<file path="src/rtl/aer_tx_arbiter_if.sv">
// Bus bundle for the AER transmit arbiter.
//   req       : per-requester event request (4-phase, synchronous to clk)
//   grant     : per-requester completion acknowledge (one-hot or zero)
//   zero_out  : link rail for a "0" symbol (return-to-zero)
//   one_out   : link rail for a "1" symbol (return-to-zero)
//   link_ack  : asynchronous acknowledge from the remote receiver
//   busy      : arbiter is not idle
//   frame_cnt : count of completed frames (wraps)
// Modports: master = arbiter side, slave = requesters/link side.
interface aer_tx_arbiter_if #(
    parameter int unsigned NUM_REQ = 4
);
    localparam int unsigned FRAME_CNT_W = 8;

    logic [NUM_REQ-1:0]     req;
    logic [NUM_REQ-1:0]     grant;
    logic                   zero_out;
    logic                   one_out;
    logic                   link_ack;
    logic                   busy;
    logic [FRAME_CNT_W-1:0] frame_cnt;

    modport master (
        input  req,
        input  link_ack,
        output grant,
        output zero_out,
        output one_out,
        output busy,
        output frame_cnt
    );

    modport slave (
        output req,
        output link_ack,
        input  grant,
        input  zero_out,
        input  one_out,
        input  busy,
        input  frame_cnt
    );
endinterface

</file>
<file path="src/rtl/aer_tx_arbiter.sv">
// Round-robin arbiter that serialises the winning requester's address onto a
// dual-rail return-to-zero link (one rail per symbol value) and completes a
// 4-phase handshake with the requester once the whole frame is acknowledged.
// Frame: start "1", address MSB first, optional even-parity bit, stop "0".
// Optional feature macro: AER_PARITY_EN (adds the parity symbol).
// Ports:
//   clk   : single clock, rising edge
//   reset : asynchronous, active-low
//   bus   : aer_tx_arbiter_if.master (req, grant, rails, link_ack, busy, frame_cnt)
module aer_tx_arbiter #(
    parameter int unsigned NUM_REQ = 4,
    parameter int unsigned ADDR_W  = $clog2(NUM_REQ)
) (
    input  logic               clk,
    input  logic               reset,
    aer_tx_arbiter_if.master   bus
);

`ifdef AER_PARITY_EN
    localparam int unsigned FRAME_LEN = ADDR_W + 3;
`else
    localparam int unsigned FRAME_LEN = ADDR_W + 2;
`endif
    localparam int unsigned CNT_W = $clog2(FRAME_LEN);
    localparam int unsigned FCNT_W = 8;

    typedef enum logic [1:0] {IDLE, WAIT_HI, WAIT_LO, DONE} state_t;

    state_t                state_q, state_d;
    logic                  ack_meta_q, ack_s_q;
    logic [ADDR_W-1:0]     ptr_q, ptr_d;
    logic [ADDR_W-1:0]     w_q, w_d;
    logic [FRAME_LEN-1:0]  shreg_q, shreg_d;
    logic [CNT_W-1:0]      left_q, left_d;
    logic                  zero_q, zero_d;
    logic                  one_q, one_d;
    logic [NUM_REQ-1:0]    grant_q, grant_d;
    logic [FCNT_W-1:0]     cnt_q, cnt_d;
    logic                  busy_q, busy_d;

    logic                  arb_found;
    logic [ADDR_W-1:0]     arb_idx;
    logic [ADDR_W-1:0]     cand;
    logic [FRAME_LEN-1:0]  frame_word;

    // Two-flop synchronizer for the remote acknowledge
    always_ff @(posedge clk or negedge reset) begin
        if (!reset) begin
            ack_meta_q <= 1'b0;
            ack_s_q    <= 1'b0;
        end else begin
            ack_meta_q <= bus.link_ack;
            ack_s_q    <= ack_meta_q;
        end
    end

    // Round-robin search: first set request at or above ptr, wrapping
    always_comb begin
        arb_found = 1'b0;
        arb_idx   = '0;
        cand      = '0;
        for (int unsigned i = 0; i < NUM_REQ; i++) begin
            cand = ADDR_W'((32'(ptr_q) + i) % NUM_REQ);
            if (!arb_found && bus.req[cand]) begin
                arb_found = 1'b1;
                arb_idx   = cand;
            end
        end
    end

    // Frame image for the current winner, first symbol in the MSB
    always_comb begin
`ifdef AER_PARITY_EN
        frame_word = {1'b1, arb_idx, ^arb_idx, 1'b0};
`else
        frame_word = {1'b1, arb_idx, 1'b0};
`endif
    end

    // State and output registers
    always_ff @(posedge clk or negedge reset) begin
        if (!reset) begin
            state_q <= IDLE;
            ptr_q   <= '0;
            w_q     <= '0;
            shreg_q <= '0;
            left_q  <= '0;
            zero_q  <= 1'b0;
            one_q   <= 1'b0;
            grant_q <= '0;
            cnt_q   <= '0;
            busy_q  <= 1'b0;
        end else begin
            state_q <= state_d;
            ptr_q   <= ptr_d;
            w_q     <= w_d;
            shreg_q <= shreg_d;
            left_q  <= left_d;
            zero_q  <= zero_d;
            one_q   <= one_d;
            grant_q <= grant_d;
            cnt_q   <= cnt_d;
            busy_q  <= busy_d;
        end
    end

    // Next-state and next-output logic
    always_comb begin
        state_d = state_q;
        ptr_d   = ptr_q;
        w_d     = w_q;
        shreg_d = shreg_q;
        left_d  = left_q;
        zero_d  = zero_q;
        one_d   = one_q;
        grant_d = grant_q;
        cnt_d   = cnt_q;

        case (state_q)
            IDLE: begin
                // A stale acknowledge blocks the start of a new frame
                if (arb_found && !ack_s_q) begin
                    w_d     = arb_idx;
                    one_d   = frame_word[FRAME_LEN-1];
                    zero_d  = ~frame_word[FRAME_LEN-1];
                    shreg_d = frame_word << 1;
                    left_d  = CNT_W'(FRAME_LEN - 1);
                    state_d = WAIT_HI;
                end
            end
            WAIT_HI: begin
                if (ack_s_q) begin
                    zero_d  = 1'b0;
                    one_d   = 1'b0;
                    state_d = WAIT_LO;
                end
            end
            WAIT_LO: begin
                if (!ack_s_q) begin
                    if (left_q != '0) begin
                        one_d   = shreg_q[FRAME_LEN-1];
                        zero_d  = ~shreg_q[FRAME_LEN-1];
                        shreg_d = shreg_q << 1;
                        left_d  = left_q - CNT_W'(1);
                        state_d = WAIT_HI;
                    end else begin
                        grant_d = NUM_REQ'(1) << w_q;
                        cnt_d   = cnt_q + FCNT_W'(1);
                        state_d = DONE;
                    end
                end
            end
            DONE: begin
                if (!bus.req[w_q]) begin
                    grant_d = '0;
                    ptr_d   = ADDR_W'((32'(w_q) + 1) % NUM_REQ);
                    state_d = IDLE;
                end
            end
            default: begin
                state_d = IDLE;
            end
        endcase

        busy_d = (state_d != IDLE);
    end

    assign bus.grant     = grant_q;
    assign bus.zero_out  = zero_q;
    assign bus.one_out   = one_q;
    assign bus.busy      = busy_q;
    assign bus.frame_cnt = cnt_q;

endmodule

</file>
<file path="src/flat_wrapper.sv">
// flat-port wrapper written by rule: the top's interface ports become plain ports
module aer_tx_arbiter_flat 
#(
    parameter int unsigned NUM_REQ = 4,
    parameter int unsigned ADDR_W  = $clog2(NUM_REQ)
)
  (clk, reset, bus_req, bus_link_ack, bus_grant, bus_zero_out, bus_one_out, bus_busy, bus_frame_cnt);
  aer_tx_arbiter_if #(.NUM_REQ(NUM_REQ)) bus_i ();
  input  logic clk;
  input  logic reset;
  input wire logic [$bits(bus_i.req)-1:0] bus_req;
  input wire logic [$bits(bus_i.link_ack)-1:0] bus_link_ack;
  output wire logic [$bits(bus_i.grant)-1:0] bus_grant;
  output wire logic [$bits(bus_i.zero_out)-1:0] bus_zero_out;
  output wire logic [$bits(bus_i.one_out)-1:0] bus_one_out;
  output wire logic [$bits(bus_i.busy)-1:0] bus_busy;
  output wire logic [$bits(bus_i.frame_cnt)-1:0] bus_frame_cnt;
  assign bus_i.req = bus_req;
  assign bus_i.link_ack = bus_link_ack;
  assign bus_grant = bus_i.grant;
  assign bus_zero_out = bus_i.zero_out;
  assign bus_one_out = bus_i.one_out;
  assign bus_busy = bus_i.busy;
  assign bus_frame_cnt = bus_i.frame_cnt;
  aer_tx_arbiter #(.NUM_REQ(NUM_REQ), .ADDR_W(ADDR_W)) u_core (.clk(clk), .reset(reset), .bus(bus_i));
endmodule
</file>
<file path="config.mk">
export PLATFORM = sky130hd
export DESIGN_NAME = aer_tx_arbiter_flat
export DESIGN_NICKNAME = d
export VERILOG_FILES = /design/src/rtl/aer_tx_arbiter_if.sv /design/src/rtl/aer_tx_arbiter.sv /design/src/flat_wrapper.sv
export SDC_FILE = /design/constraint.sdc
export NUM_CORES = 1
export LEC_CHECK = 0
export ABC_AREA = 1
export CORE_ASPECT_RATIO = 1.25
export CORE_UTILIZATION = 38
export DETAILED_ROUTE_END_ITERATION = 7
export SYNTH_ARGS = -nofsm -noshare
export SYNTH_HDL_FRONTEND = slang
export SYNTH_SLANG_ARGS = --single-unit
</file>
<file path="constraint.sdc">
create_clock -name clk -period 2.1 [get_ports clk]
set_clock_uncertainty 0.1 [all_clocks]
set_input_delay 0.63 -clock clk [delete_from_list [all_inputs] [get_ports clk]]
set_output_delay 0.63 -clock clk [all_outputs]
set_load 0.02 [all_outputs]
</file>
# == Yosys cells after proc, flatten, opt, wreduce, memory -nomap -nowiden ==
# Index checks and enable logic that the tools add are counted.
# op_classes
bitwise_logic,4
muxes,45
order_cmp,5
n_reduce_logical,20
eq_ne,9
addsub,6
shifts,1
# op_table
op,count
2-to-1 mux 2 bit,12
2-to-1 mux 4 bit,6
2-to-1 mux 1 bit,16
case mux 4 bit (2 select lines),2
"less-than comparator 2 x 3 -> 1 bit, second input constant",5
binary-select mux 1 bit (select 2 bit),5
"adder 8 x 1 -> 8 bit, second input constant",1
case mux 2 bit (4 select lines),1
AND reduction 4 bit,2
nonzero test 2 bit,4
"!= test 2 x 1 -> 1 bit, second input constant",3
"!= test 2 bit, second input constant",3
case mux 1 bit (3 select lines),2
AND reduction 5 bit,1
"adder 2 x 1 -> 2 bit, second input constant",2
"adder 2 bit, second input constant",2
"equality test 2 bit, second input constant",2
logical AND 1 bit,4
zero test 1 bit,4
NOT 1 bit,4
case mux 2 bit (2 select lines),1
AND reduction 2 bit,2
"left shift 1 x 2 -> 4 bit, first input constant",1
AND reduction 3 bit,1
other kinds (4),4
# totals
input_bits,7
word_cells,102
output_inout_bits,15
regBits,29

# == Depth between registers and ports, before layout ==
# Gate-level depths: netlist (run 1).
# depth
word_depth,16
depth_mapped,13

# == Worst setup path after synthesis (run 1) ==
# Ideal clock, no wire load.
# synth_timing
kind,in2reg
startpoint,in bus_req[2]
endpoint,reg u_core.left_q[0]
n_path_buf,0
path_slack_ps,467
setup_time_ps,117
required_ps,1883
cell_stages,10
t_arrival_ps,1416
path_cell_list,inv_1 nand2_1 nand2_1 nor2_1 nor2_1 nand3_2 nand3_4 nand2_4 nor2_1 nor2_1
# synth_between
elab_chain_len,15
elab_cells_between_ends,21
classes_between,1 x eq/ne; 12 x mux; 8 x reduce/logical
# synth_rtl
item,line_no,text
from (decl),flat_wrapper.sv:11,input wire logic [$bits(bus_i.req)-1:0] bus_req;
binary-select mux 1 bit (select 2 bit),aer_tx_arbiter.sv:64,if (!arb_found && bus.req[cand]) begin
2-to-1 mux 1 bit (implied by the code),aer_tx_arbiter.sv:64,
2-to-1 mux 1 bit,aer_tx_arbiter.sv:64,
zero test 1 bit,aer_tx_arbiter.sv:64,
logical AND 1 bit,aer_tx_arbiter.sv:64,
2-to-1 mux 1 bit,aer_tx_arbiter.sv:64,
zero test 1 bit,aer_tx_arbiter.sv:64,
logical AND 1 bit,aer_tx_arbiter.sv:64,
2-to-1 mux 1 bit,aer_tx_arbiter.sv:64,
zero test 1 bit,aer_tx_arbiter.sv:64,
logical AND 1 bit,aer_tx_arbiter.sv:64,
2-to-1 mux 1 bit *,aer_tx_arbiter.sv:64,
logical AND 1 bit *,aer_tx_arbiter.sv:122,if (arb_found && !ack_s_q) begin
!= test 2 x 1 -> 1 bit (no source line) *,--,
AND reduction 4 bit (no source line) *,--,
to (signal assigned),aer_tx_arbiter.sv:98,left_q <= left_d;
to (decl),aer_tx_arbiter.sv:34,"logic [CNT_W-1:0] left_q, left_d;"
# Every way passes the cells marked *; elsewhere a longest branch is shown, timed or not. The select of a mux whose other input is x is not followed.
# A chain may end at the register's enable or synchronous reset.

# == Worst setup path in the final report (run 1) ==
# layout_timing
startpoint,"reg u_core.cnt_q[5], in the netlist u_core.bus.frame_cnt[5]"
endpoint,out bus_frame_cnt[5]
# layout_lines
item,line_no,text
from (decl),aer_tx_arbiter.sv:38,"logic [FCNT_W-1:0] cnt_q, cnt_d;"
from (signal assigned),aer_tx_arbiter.sv:102,cnt_q <= cnt_d;
to (decl),flat_wrapper.sv:17,output wire logic [$bits(bus_i.frame_cnt)-1:0] bus_frame_cnt;
# No word-level cell between the ends.

==> results of run 1 <==
area by class of cell:
type,instances,area share (%)
clock buffer,4,2.38
inverter,21,4.16
multi-input combinational,145,40.8
sequential,27,35.7
tap,54,3.57
timing repair buffer,27,13.5
timing repair:
item / in CTS / in global routing
gates resized for setup: 0 / 4
setup buffers: 0 / 0
setup endpoints to repair: 0 / 5
hold endpoints to repair: 0 / 0
hold buffers: 0 / 0
stage by stage:
step | setup slack, ps | instances | hold slack, ps
finish | 69.7 | 278 | 256
global route | 1.54 | 278 | 260
CTS | 59.5 | 278 | 259
detailed placement | -189 | 274 | 237
global placement | -166 | 274 | 234
floorplan | 467 | 195 | 231
worst max path at each step:
stage	from	endpoint	slack [ps]	cells after the start
after floorplan	bus_req[2]	u_core.left_q[0]	470	10
after global placement	bus_req[2]	u_core.shreg_q[2]	-170	10
after detailed placement	bus_req[2]	u_core.shreg_q[2]	-190	10
after CTS	u_core.bus.frame_cnt[5]	bus_frame_cnt[5]	60	1
after global routing	u_core.bus.frame_cnt[4]	bus_frame_cnt[4]	2	1
final	u_core.bus.frame_cnt[5]	bus_frame_cnt[5]	70	1
Yosys cell counts (all sizes together):
cell / n / area share, %
ha: 6 / 4.9
nand3: 20 / 8.8
xor2: 4 / 2.3
nor3: 1 / 0.65
nand2: 74 / 19
o21ai: 9 / 3.2
a21boi: 1 / 0.49
xnor2: 3 / 1.7
or2: 1 / 0.41
buf: 2 / 1.2
nand3b: 1 / 0.49
dfrtp: 27 / 44
a21oi: 4 / 1.3
nor2: 17 / 4.6
inv: 21 / 5.1
a211oi: 1 / 0.49
nand4: 3 / 1.2
state kept, by name, indices dropped and copies added (netlist names):
| register | cells |
|---|---|
| u_core.bus.grant | 4 |
| u_core.ack_meta_q | 1 |
| u_core.bus.frame_cnt | 8 |
| u_core.ptr_q | 2 |
| u_core.left_q | 2 |
| u_core.bus.busy | 1 |
| u_core.bus.one_out | 1 |
| u_core.state_q | 2 |
| u_core.shreg_q | 2 |
| u_core.w_q | 2 |
| u_core.ack_s_q | 1 |
| u_core.bus.zero_out | 1 |
logic make-up (layout without fill, tap and decap cells):
logic type                 count (synthesis)  after routing  synth area share (%)
and+or+nand+nor                          117            117                  35.5
DFF                                       27             27                  43.9
buffers and inverters                     23             52                  6.34
AOI/OAI and AO/OA                         15             15                  5.44
xor gates and xnor gates                   7              7                  3.98
adders and majority gates                  6              6                  4.87
power breakdown:
group | switching, mW | leakage [nW] | internal, mW
clock network | 0.152 | 0.0228 | 0.136
logic | 0.762 | 0.614 | 0.502
registers | 0.158 | 0.344 | 0.681
per-layer routing:
metal	global-route usage (%)	vias to the layer above	wire, um
met3	1.95	4	85
met2	27.5	18	1430
met4	7.14	0	45
li1	-	676	-
met1	19.9	572	1360
met5	0	-	0
==> metrics.cfg, run 1 <==
[run_status]
run_status=finished, final reports clean

[critical_path]
crit_buf_inv=1
slowest_delay_ps=620
crit_arrival_ps=1300
path_max_fanout=4
ff2ff_setup_slack_ps=190
start_kind=flip-flop
cp_slowest_cell=clkdlybuf4s50_1
r2r_end=u_core.left_q[0]
reg2reg_depth=11
worstSetupEndpointType=output port
cp_top_family=buffers and inverters
required_ps=1370
worstReg2RegStart=u_core.ptr_q[0]
crit_type=reg2out
path_cells=clkdlybuf4s50_1

[min_path]
hold_class=reg2reg
min-delay-start=u_core.ack_meta_q
whs_path_depth=0
holdPathEnd=u_core.ack_s_q

[clocking]
clk_pin_slew_worst_paths_ps=90
cts_max_level=1
cts_root_buf=clkbuf_8
numCtsBuffers=3
cts_tree=done
clock_latency_ps=260
cts.path.max_buffers=2
clock-sinks=27

[power_and_ir_drop]
p_total_mw=2.39
ir_drop_uv=571
power.density_nw_per_um2=1260
power.leakage_nw=0.980

[layout]
finish.utilization_pct=49.6
final_cell_mix=nand2_1, dfrtp_1, clkdlybuf4s50_1, nand3_1
drive_above_1_share_pct=14.3
fillers=400
antenna_cells=0
multiInputGateArea_um2=772
final_common_cell=nand2_1
syn_to_final_growth_pct=23.0
fin_nets=238
ff_latch_area_um2=676
fin_area_um2=1890

[sta]
setup_viol=0
timing_hold_violations_final=0
fin_crit_sh_pct=96.7
drv_slew=0
finalSetupTns_ps=0
min_period_ps=2030
relSlewSlack_pct=71.6
worst_pin_slew_ps=426
fmax_ghz=0.493
rsz0062_at_grt=no

[route]
wl_um=2920
first_pass_iters=4
vias=1270
vias_per_cell=4.57
drc=0
detail-route-antenna-nets=0
wl_per_cell_um=10.5
drtIter0Drc=44

[die]
coreArea_um2=3820
die_w_um=58.9
dieArea_um2=4310
initial_utilization_pct=40.4
ioPinCount=22
rows=25
die_y_um=73.2

[grt]
grt_pass1_vias=1242
groute.usage.overall_pct=16.0
grt-ovfl-total=0
antenna_found_initial=0
grt_max_degree=28
grt_pass1_wl_um=5270

[logic_synthesis]
yosysSeqAreaShare_pct=43.9
netlist_instances=195
syn_nets=208
synth-seq-cells=27
synth_area_um2=1540
yosysWarnings=0
syn_avg_cell_area_um2=7.90
ys_types=26

[placement]
place_congestion=0.818
dp_hpwl_um=2270
dpl_cell_area_um2=1840
port_buffers=21

[flow_run]
cap_viol_max_count=0

Power figures use the tool's default switching activity.
==> run 2: changes to the inputs <==
CORE_UTILIZATION = 53   (was 38)
PLACE_DENSITY = 0.78   (was default)
==> run 2 against run 1 <==
Non-clock buffer count decreased by 2. Register-to-register slack better by 20 ps. Sequential share of layout area rose by 1.2 points. Critical path type unchanged. Sequential power is essentially flat. Largest cell class unchanged. Worst hold slack better by 17 ps. Via count grew 5.2%. Wire length is 6.0% higher. Clock-buffer cell count fell by 1. First-iteration DRC count fell by 18%. Largest power group unchanged.
==> metrics.cfg, run 2 (synthesis gave the netlist of run 1 again) <==
[run_status]
run_status=finished, final reports clean

[critical_path]
path_max_fanout=2  ; -2
ff2ff_setup_slack_ps=210  ; +20 ps
start_kind=flip-flop
cp_top_family=buffers and inverters
slowest_delay_ps=610  ; about the same
crit_type=reg2out
crit_arrival_ps=1330  ; +30 ps
cp_slowest_cell=clkdlybuf4s50_1
required_ps=1370  ; about the same
worstSetupEndpointType=output port
path_cells=clkdlybuf4s50_1
crit_buf_inv=1  ; unchanged

[die]
rows=21  ; -16%
die_y_um=62.3  ; -15%
die_w_um=50.2  ; -15%
dieArea_um2=3130  ; -28%
ioPinCount=22  ; unchanged
coreArea_um2=2710  ; -29%
initial_utilization_pct=56.9  ; +17 points

[clocking]
cts_resized=7  ; +7
clock-sinks=27  ; unchanged
cts_root_buf=clkbuf_4
ctsHoldBuffers=0  ; unchanged
cts_tree=done
numCtsBuffers=3  ; unchanged
cts.path.max_buffers=2  ; unchanged
cts_max_level=1  ; unchanged
clk_pin_slew_worst_paths_ps=160  ; +70 ps
clock_latency_ps=340  ; +80 ps
postCtsSetupRepairBufs=0  ; unchanged

[sta]
setup_viol=0  ; unchanged
drv_slew=0  ; unchanged
finalSetupTns_ps=0  ; unchanged
holdWs_ps=273  ; +17.3 ps
fin_crit_sh_pct=98.2  ; +1.5 points
min_period_ps=2060  ; +31.6 ps
fmax_ghz=0.485  ; -1.5%
rsz0062_at_grt=no
timing_hold_violations_final=0  ; unchanged
worst_pin_slew_ps=406  ; -19.7 ps
relSlewSlack_pct=72.9  ; +1.3 points

[layout]
final_common_cell=nand2_1
largest_register_ffs=8  ; unchanged
syn_to_final_growth_pct=19.0
antenna_cells=0  ; unchanged
fin_area_um2=1830  ; -3.2%
final_cell_mix=nand2_1, dfrtp_1, nand3_1, nor2_1, inv_1
finish.utilization_pct=67.7  ; +18 points
fin_nets=236  ; -0.84%
drive_above_1_share_pct=13.1  ; -1.2 points

[power_and_ir_drop]
p_total_mw=2.32  ; -3.0%
power.density_nw_per_um2=1270  ; +0.26%
power.leakage_nw=1.04  ; +5.6%
ir_drop_uv=796  ; +39%

[route]
first_pass_iters=5  ; +1
wl_per_cell_um=12.1  ; +15%
vias=1336  ; +5.2%
vias_per_cell=5.22  ; +14%
detail-route-antenna-nets=0  ; unchanged
drtIter0Drc=36  ; -18%
drc=0  ; unchanged
wl_um=3090  ; +6.0%

[flow_run]
cap_viol_max_count=0  ; unchanged

[placement]
dpl_cell_area_um2=1800  ; -2.2%
dp_hpwl_um=2360  ; +3.9%
port_buffers=21  ; unchanged
place_congestion=0.877  ; +7.2%

[min_path]
hold_class=reg2reg

[grt]
grt-ovfl-total=0  ; unchanged
grt_pass1_wl_um=5400  ; +2.5%
grt_max_degree=28  ; unchanged
grt_pass1_vias=1307  ; +5.2%
groute.usage.overall_pct=22.5  ; +6.5 points
antenna_found_initial=0  ; unchanged

## run 2: layout make-up
cell class / instances / area, um2
fillers: 239 / 873
multi-input cells: 145 / 767
clock buffers: 3 / 22.5
inverters: 21 / 78.8
clock inverters: 1 / 7.51
flip-flops and latches: 27 / 676
repair buffers: 25 / 239
well taps: 34 / 42.5
## run 2: worst paths after layout
path / startpoint / to / cells after the start
max in group asynchronous: reset / u_core.ptr_q[0] / 2
setup / recovery: u_core.bus.grant[0] / bus_grant[0] / 1
min in group asynchronous: reset / u_core.ack_meta_q / 2
setup reg to reg: u_core.ptr_q[0] / u_core.bus.zero_out / 11
hold reg to reg: u_core.ack_meta_q / u_core.ack_s_q / 0
hold / removal: u_core.ack_meta_q / u_core.ack_s_q / 0
## run 2: routing by layer
layer  part of all wire, %  global-route usage [%]  vias up
met2                    53                    40.5       28
met1                    42                    24.9      632
li1                      -                       -      670
met4                   1.8                    11.1        0
met5                     0                       0        -
met3                   2.8                    3.19        6
## run 2: power by group
group | leakage (nW) | switching [mW] | internal [mW]
registers | 0.344 | 0.157 | 0.680
clock network | 0.0139 | 0.166 | 0.0732
logic | 0.678 | 0.768 | 0.475
## run 2: through the flow
| stage | cells | setup WS (ps) |
|---|---|---|
| 3_5_place_dp | 252 | -169 |
| 6_report | 256 | 38.1 |
| 4_1_cts | 256 | 7.20 |
| 5_1_grt | 256 | 1.82 |
| 2_1_floorplan | 195 | 467 |
| 3_3_place_gp | 252 | -122 |
==> run 3: changes to the inputs <==
ABC_AREA = default   (was 1)
CORE_UTILIZATION = 52   (was 53)
==> run 3 against run 2 <==
Synthesized cell count decreased by 33%. Global-route usage decreased by 0.29 points. Sequential cell count unchanged. First-iteration DRC count down 64%. Clock power is 8.8% lower. Via count is 20% lower. Non-clock buffer count is 5 higher. Area after synthesis decreased by 11%. Cell area fell by 7.9%. Clock-buffer cell count up 1. Largest power group is now sequential cells. Critical endpoint is now bus_grant[1].
==> metrics.cfg, run 3 <==
[route]
top_layer_used=met4
detail-route-antenna-nets=0  ; unchanged
wl_um=2800  ; -9.6%
dr_wl_met2_um=1540  ; -6.2%
first_pass_iters=4  ; -1
vias=1064  ; -20%
wl_per_cell_um=14.5  ; +20%
m1WireLength_um=1150  ; -12%
drc=0  ; unchanged
vias_per_cell=5.51  ; +5.6%
wl_met3_um=96  ; +9.1%
drtIter0Drc=13  ; -64%

[power_and_ir_drop]
internal-power_mw=1.11  ; -9.5%
power_frac_comb_pct=42.3  ; -11 points
seq_power_share_pct=45.6  ; +9.5 points
clkPwrFrac_pct=12.1  ; +1.8 points
ir_drop_uv=641  ; -20%
power.leakage_nw=0.873  ; -16%
power.density_nw_per_um2=1070  ; -15%
swShare_pct=38.6  ; -8.5 points
switchingPower_mw=0.698  ; -36%

[sta]
worst_pin_slew_ps=353  ; -53.5 ps
min_period_ps=2060  ; -6.83 ps
drv_slew=0  ; unchanged
rsz0062_at_grt=no
fmax_ghz=0.487  ; +0.33%
timing_hold_violations_final=0  ; unchanged
relSlewSlack_pct=76.3  ; +3.4 points
fin_crit_sh_pct=97.9  ; -0.33 points
fin_ws_ps=45.0  ; +6.83 ps
setup_viol=0  ; unchanged

[critical_path]
slowest_delay_ps=620  ; about the same
required_ps=1370  ; about the same
crit_type=reg2out
worstReg2RegStart=u_core.left_q[0]
path_max_fanout=2  ; unchanged
cp_slowest_cell=clkdlybuf4s50_1
worstSetupEndpointType=output port
cp_top_family=buffers and inverters
crit_arrival_ps=1330  ; about the same
r2r_end=u_core.bus.zero_out
crit_buf_inv=1  ; unchanged
path_cells=clkdlybuf4s50_1
start_kind=flip-flop
reg2reg_depth=6  ; -5
ff2ff_setup_slack_ps=300  ; +90 ps

[layout]
syn_to_final_growth_pct=23.0
antenna_cells=0  ; unchanged
final_common_cell=dfrtp_1
drive_above_1_share_pct=15.6  ; +2.6 points
final_cell_mix=dfrtp_1, nand2_1, clkdlybuf4s50_1, buf_4
fin_nets=174  ; -26%
largest_register_ffs=8  ; unchanged
fillers=187  ; -22%
stdcell_count=193  ; -25%

[clocking]
cts_max_level=1  ; unchanged
cts.path.max_buffers=2  ; unchanged
cts_root_buf=clkbuf_4
numCtsBuffers=3  ; unchanged
cts_tree=done
clock-sinks=27  ; unchanged
clk_pin_slew_worst_paths_ps=140  ; -20 ps
clock_latency_ps=310  ; -30 ps

[logic_synthesis]
synth_area_um2=1370  ; -11%
synth-main-ff-cell=dfrtp_1
syn_avg_cell_area_um2=10.5  ; +33%
muxShareOfSynthArea_pct=3.37  ; +3.4 points
netlist_instances=131  ; -33%
async_reset_ff_share_pct=100  ; unchanged
ys_types=40  ; +54%
synth.top_cells.by_area=dfrtp_1, ha_1, nand2_1
yosysSeqAreaShare_pct=49.2  ; +5.4 points
yosysTopAreaCell=dfrtp_1
synth-simple-area-share_pct=16.5  ; -19 points
synth_common_cells=dfrtp_1, nand2_1, a21oi_1, inv_1, o21ai_0
synth-compound-area-share_pct=16.0  ; +11 points
synth-seq-cells=27  ; unchanged
synth_top_area_share_pct=49.2  ; +5.4 points
yosysWarnings=0  ; unchanged
yosysMostFrequentCell=dfrtp_1
synth_fa_ha_area_share_pct=5.47  ; +0.60 points
synth_top_family_by_area=simple AND/OR/NAND/NOR gates
synth_edf_count=0  ; unchanged
syn_nets=144  ; -31%
synth-xor-area-share_pct=4.47  ; +0.49 points

[die]
coreArea_um2=2480  ; -8.5%
ioPinCount=22  ; unchanged
die_w_um=48.0  ; -4.5%
rows=20  ; -4.8%
die_y_um=59.4  ; -4.5%
initial_utilization_pct=55.4  ; -1.5 points
dieArea_um2=2850  ; -8.9%

[placement]
port_buffers=21  ; unchanged
place_congestion=0.793  ; -9.5%
placed_cells=189  ; -25%
dp_hpwl_um=2030  ; -14%
post-place-ws_ps=-205  ; -36.4 ps

[run_status]
run_status=finished, final reports clean

[grt]
groute.usage.overall_pct=22.2  ; -0.29 points
grt-ovfl-total=0  ; unchanged
antenna_found_initial=0  ; unchanged
grt_pass1_vias=1062  ; -19%
grt_pass1_wl_um=4510  ; -16%
grt_max_degree=28  ; unchanged

[min_path]
holdPathEnd=u_core.ack_s_q
min-delay-start=u_core.ack_meta_q
hold_class=reg2reg
whs_path_depth=0  ; unchanged

[flow_run]
cap_viol_max_count=0  ; unchanged

## run 3: cells by family after synthesis
kind of cell,Yosys count
buffers and inverters,13
multiplexers,4
flip-flops,27
XOR/XNOR,7
AND/OR/NAND/NOR,42
AO/OA/AOI/OAI,32
adder cells (fa/ha/maj),6
## run 3: how the worst max path moves through the flow
stage	startpoint	end	slack, ps	cells after the start
floorplan	bus_req[1]	u_core.ptr_q[1]	250	4
global route	u_core.bus.grant[1]	bus_grant[1]	4	1
detailed placement	bus_req[3]	u_core.ptr_q[1]	-210	5
CTS	u_core.bus.frame_cnt[5]	bus_frame_cnt[5]	2	1
finish	u_core.bus.grant[1]	bus_grant[1]	40	1
global placement	bus_req[3]	u_core.ptr_q[1]	-160	5
## run 3: cell type report
class	instances	area, um2	share of cell area (%)
clock buffer	4	26.3	1.56
sequential	27	676	40.0
multi-input combinational	91	628	37.2
timing repair buffer	30	287	17.0
inverter	8	30.0	1.78
tap	33	41.3	2.45
## run 3: per-stage QoR
stage / hold slack (ps) / cell area [um2] / util (%) / total power, mW / TNS (ps)
floorplan: 231 / 1370 / - / 1.32 / 0
global placement: 243 / 1650 / 66.7 / 1.57 / -1110
detailed placement: 257 / 1650 / 66.7 / 1.60 / -1650
CTS: 297 / 1680 / 67.6 / 1.82 / 0
global route: 303 / 1690 / 68.1 / 1.94 / 0
finish: 295 / 1690 / 68.1 / 1.81 / 0
## run 3: repair_timing
item,4_1_cts,5_1_grt
buffers inserted,0,0
hold buffers,0,0
gates resized for setup,3,5
setup endpoints to repair,3,5
## run 3: metal layers
layer,vias up,GRT usage (%)
met3,2,2.74
met1,521,26.1
met5,-,0
met2,28,39.8
met4,0,7.54
li1,513,-
## run 3: power by group through the flow
| stage | Sequential (mW) | Clock [mW] | Combinational [mW] |
|---|---|---|---|
| global route | 0.847 | 0.244 | 0.853 |
| detailed placement | 0.833 | 0 | 0.770 |
| global placement | 0.822 | 0 | 0.747 |
| floorplan | 0.854 | 0 | 0.468 |
| finish | 0.826 | 0.218 | 0.765 |
| CTS | 0.825 | 0.226 | 0.768 |
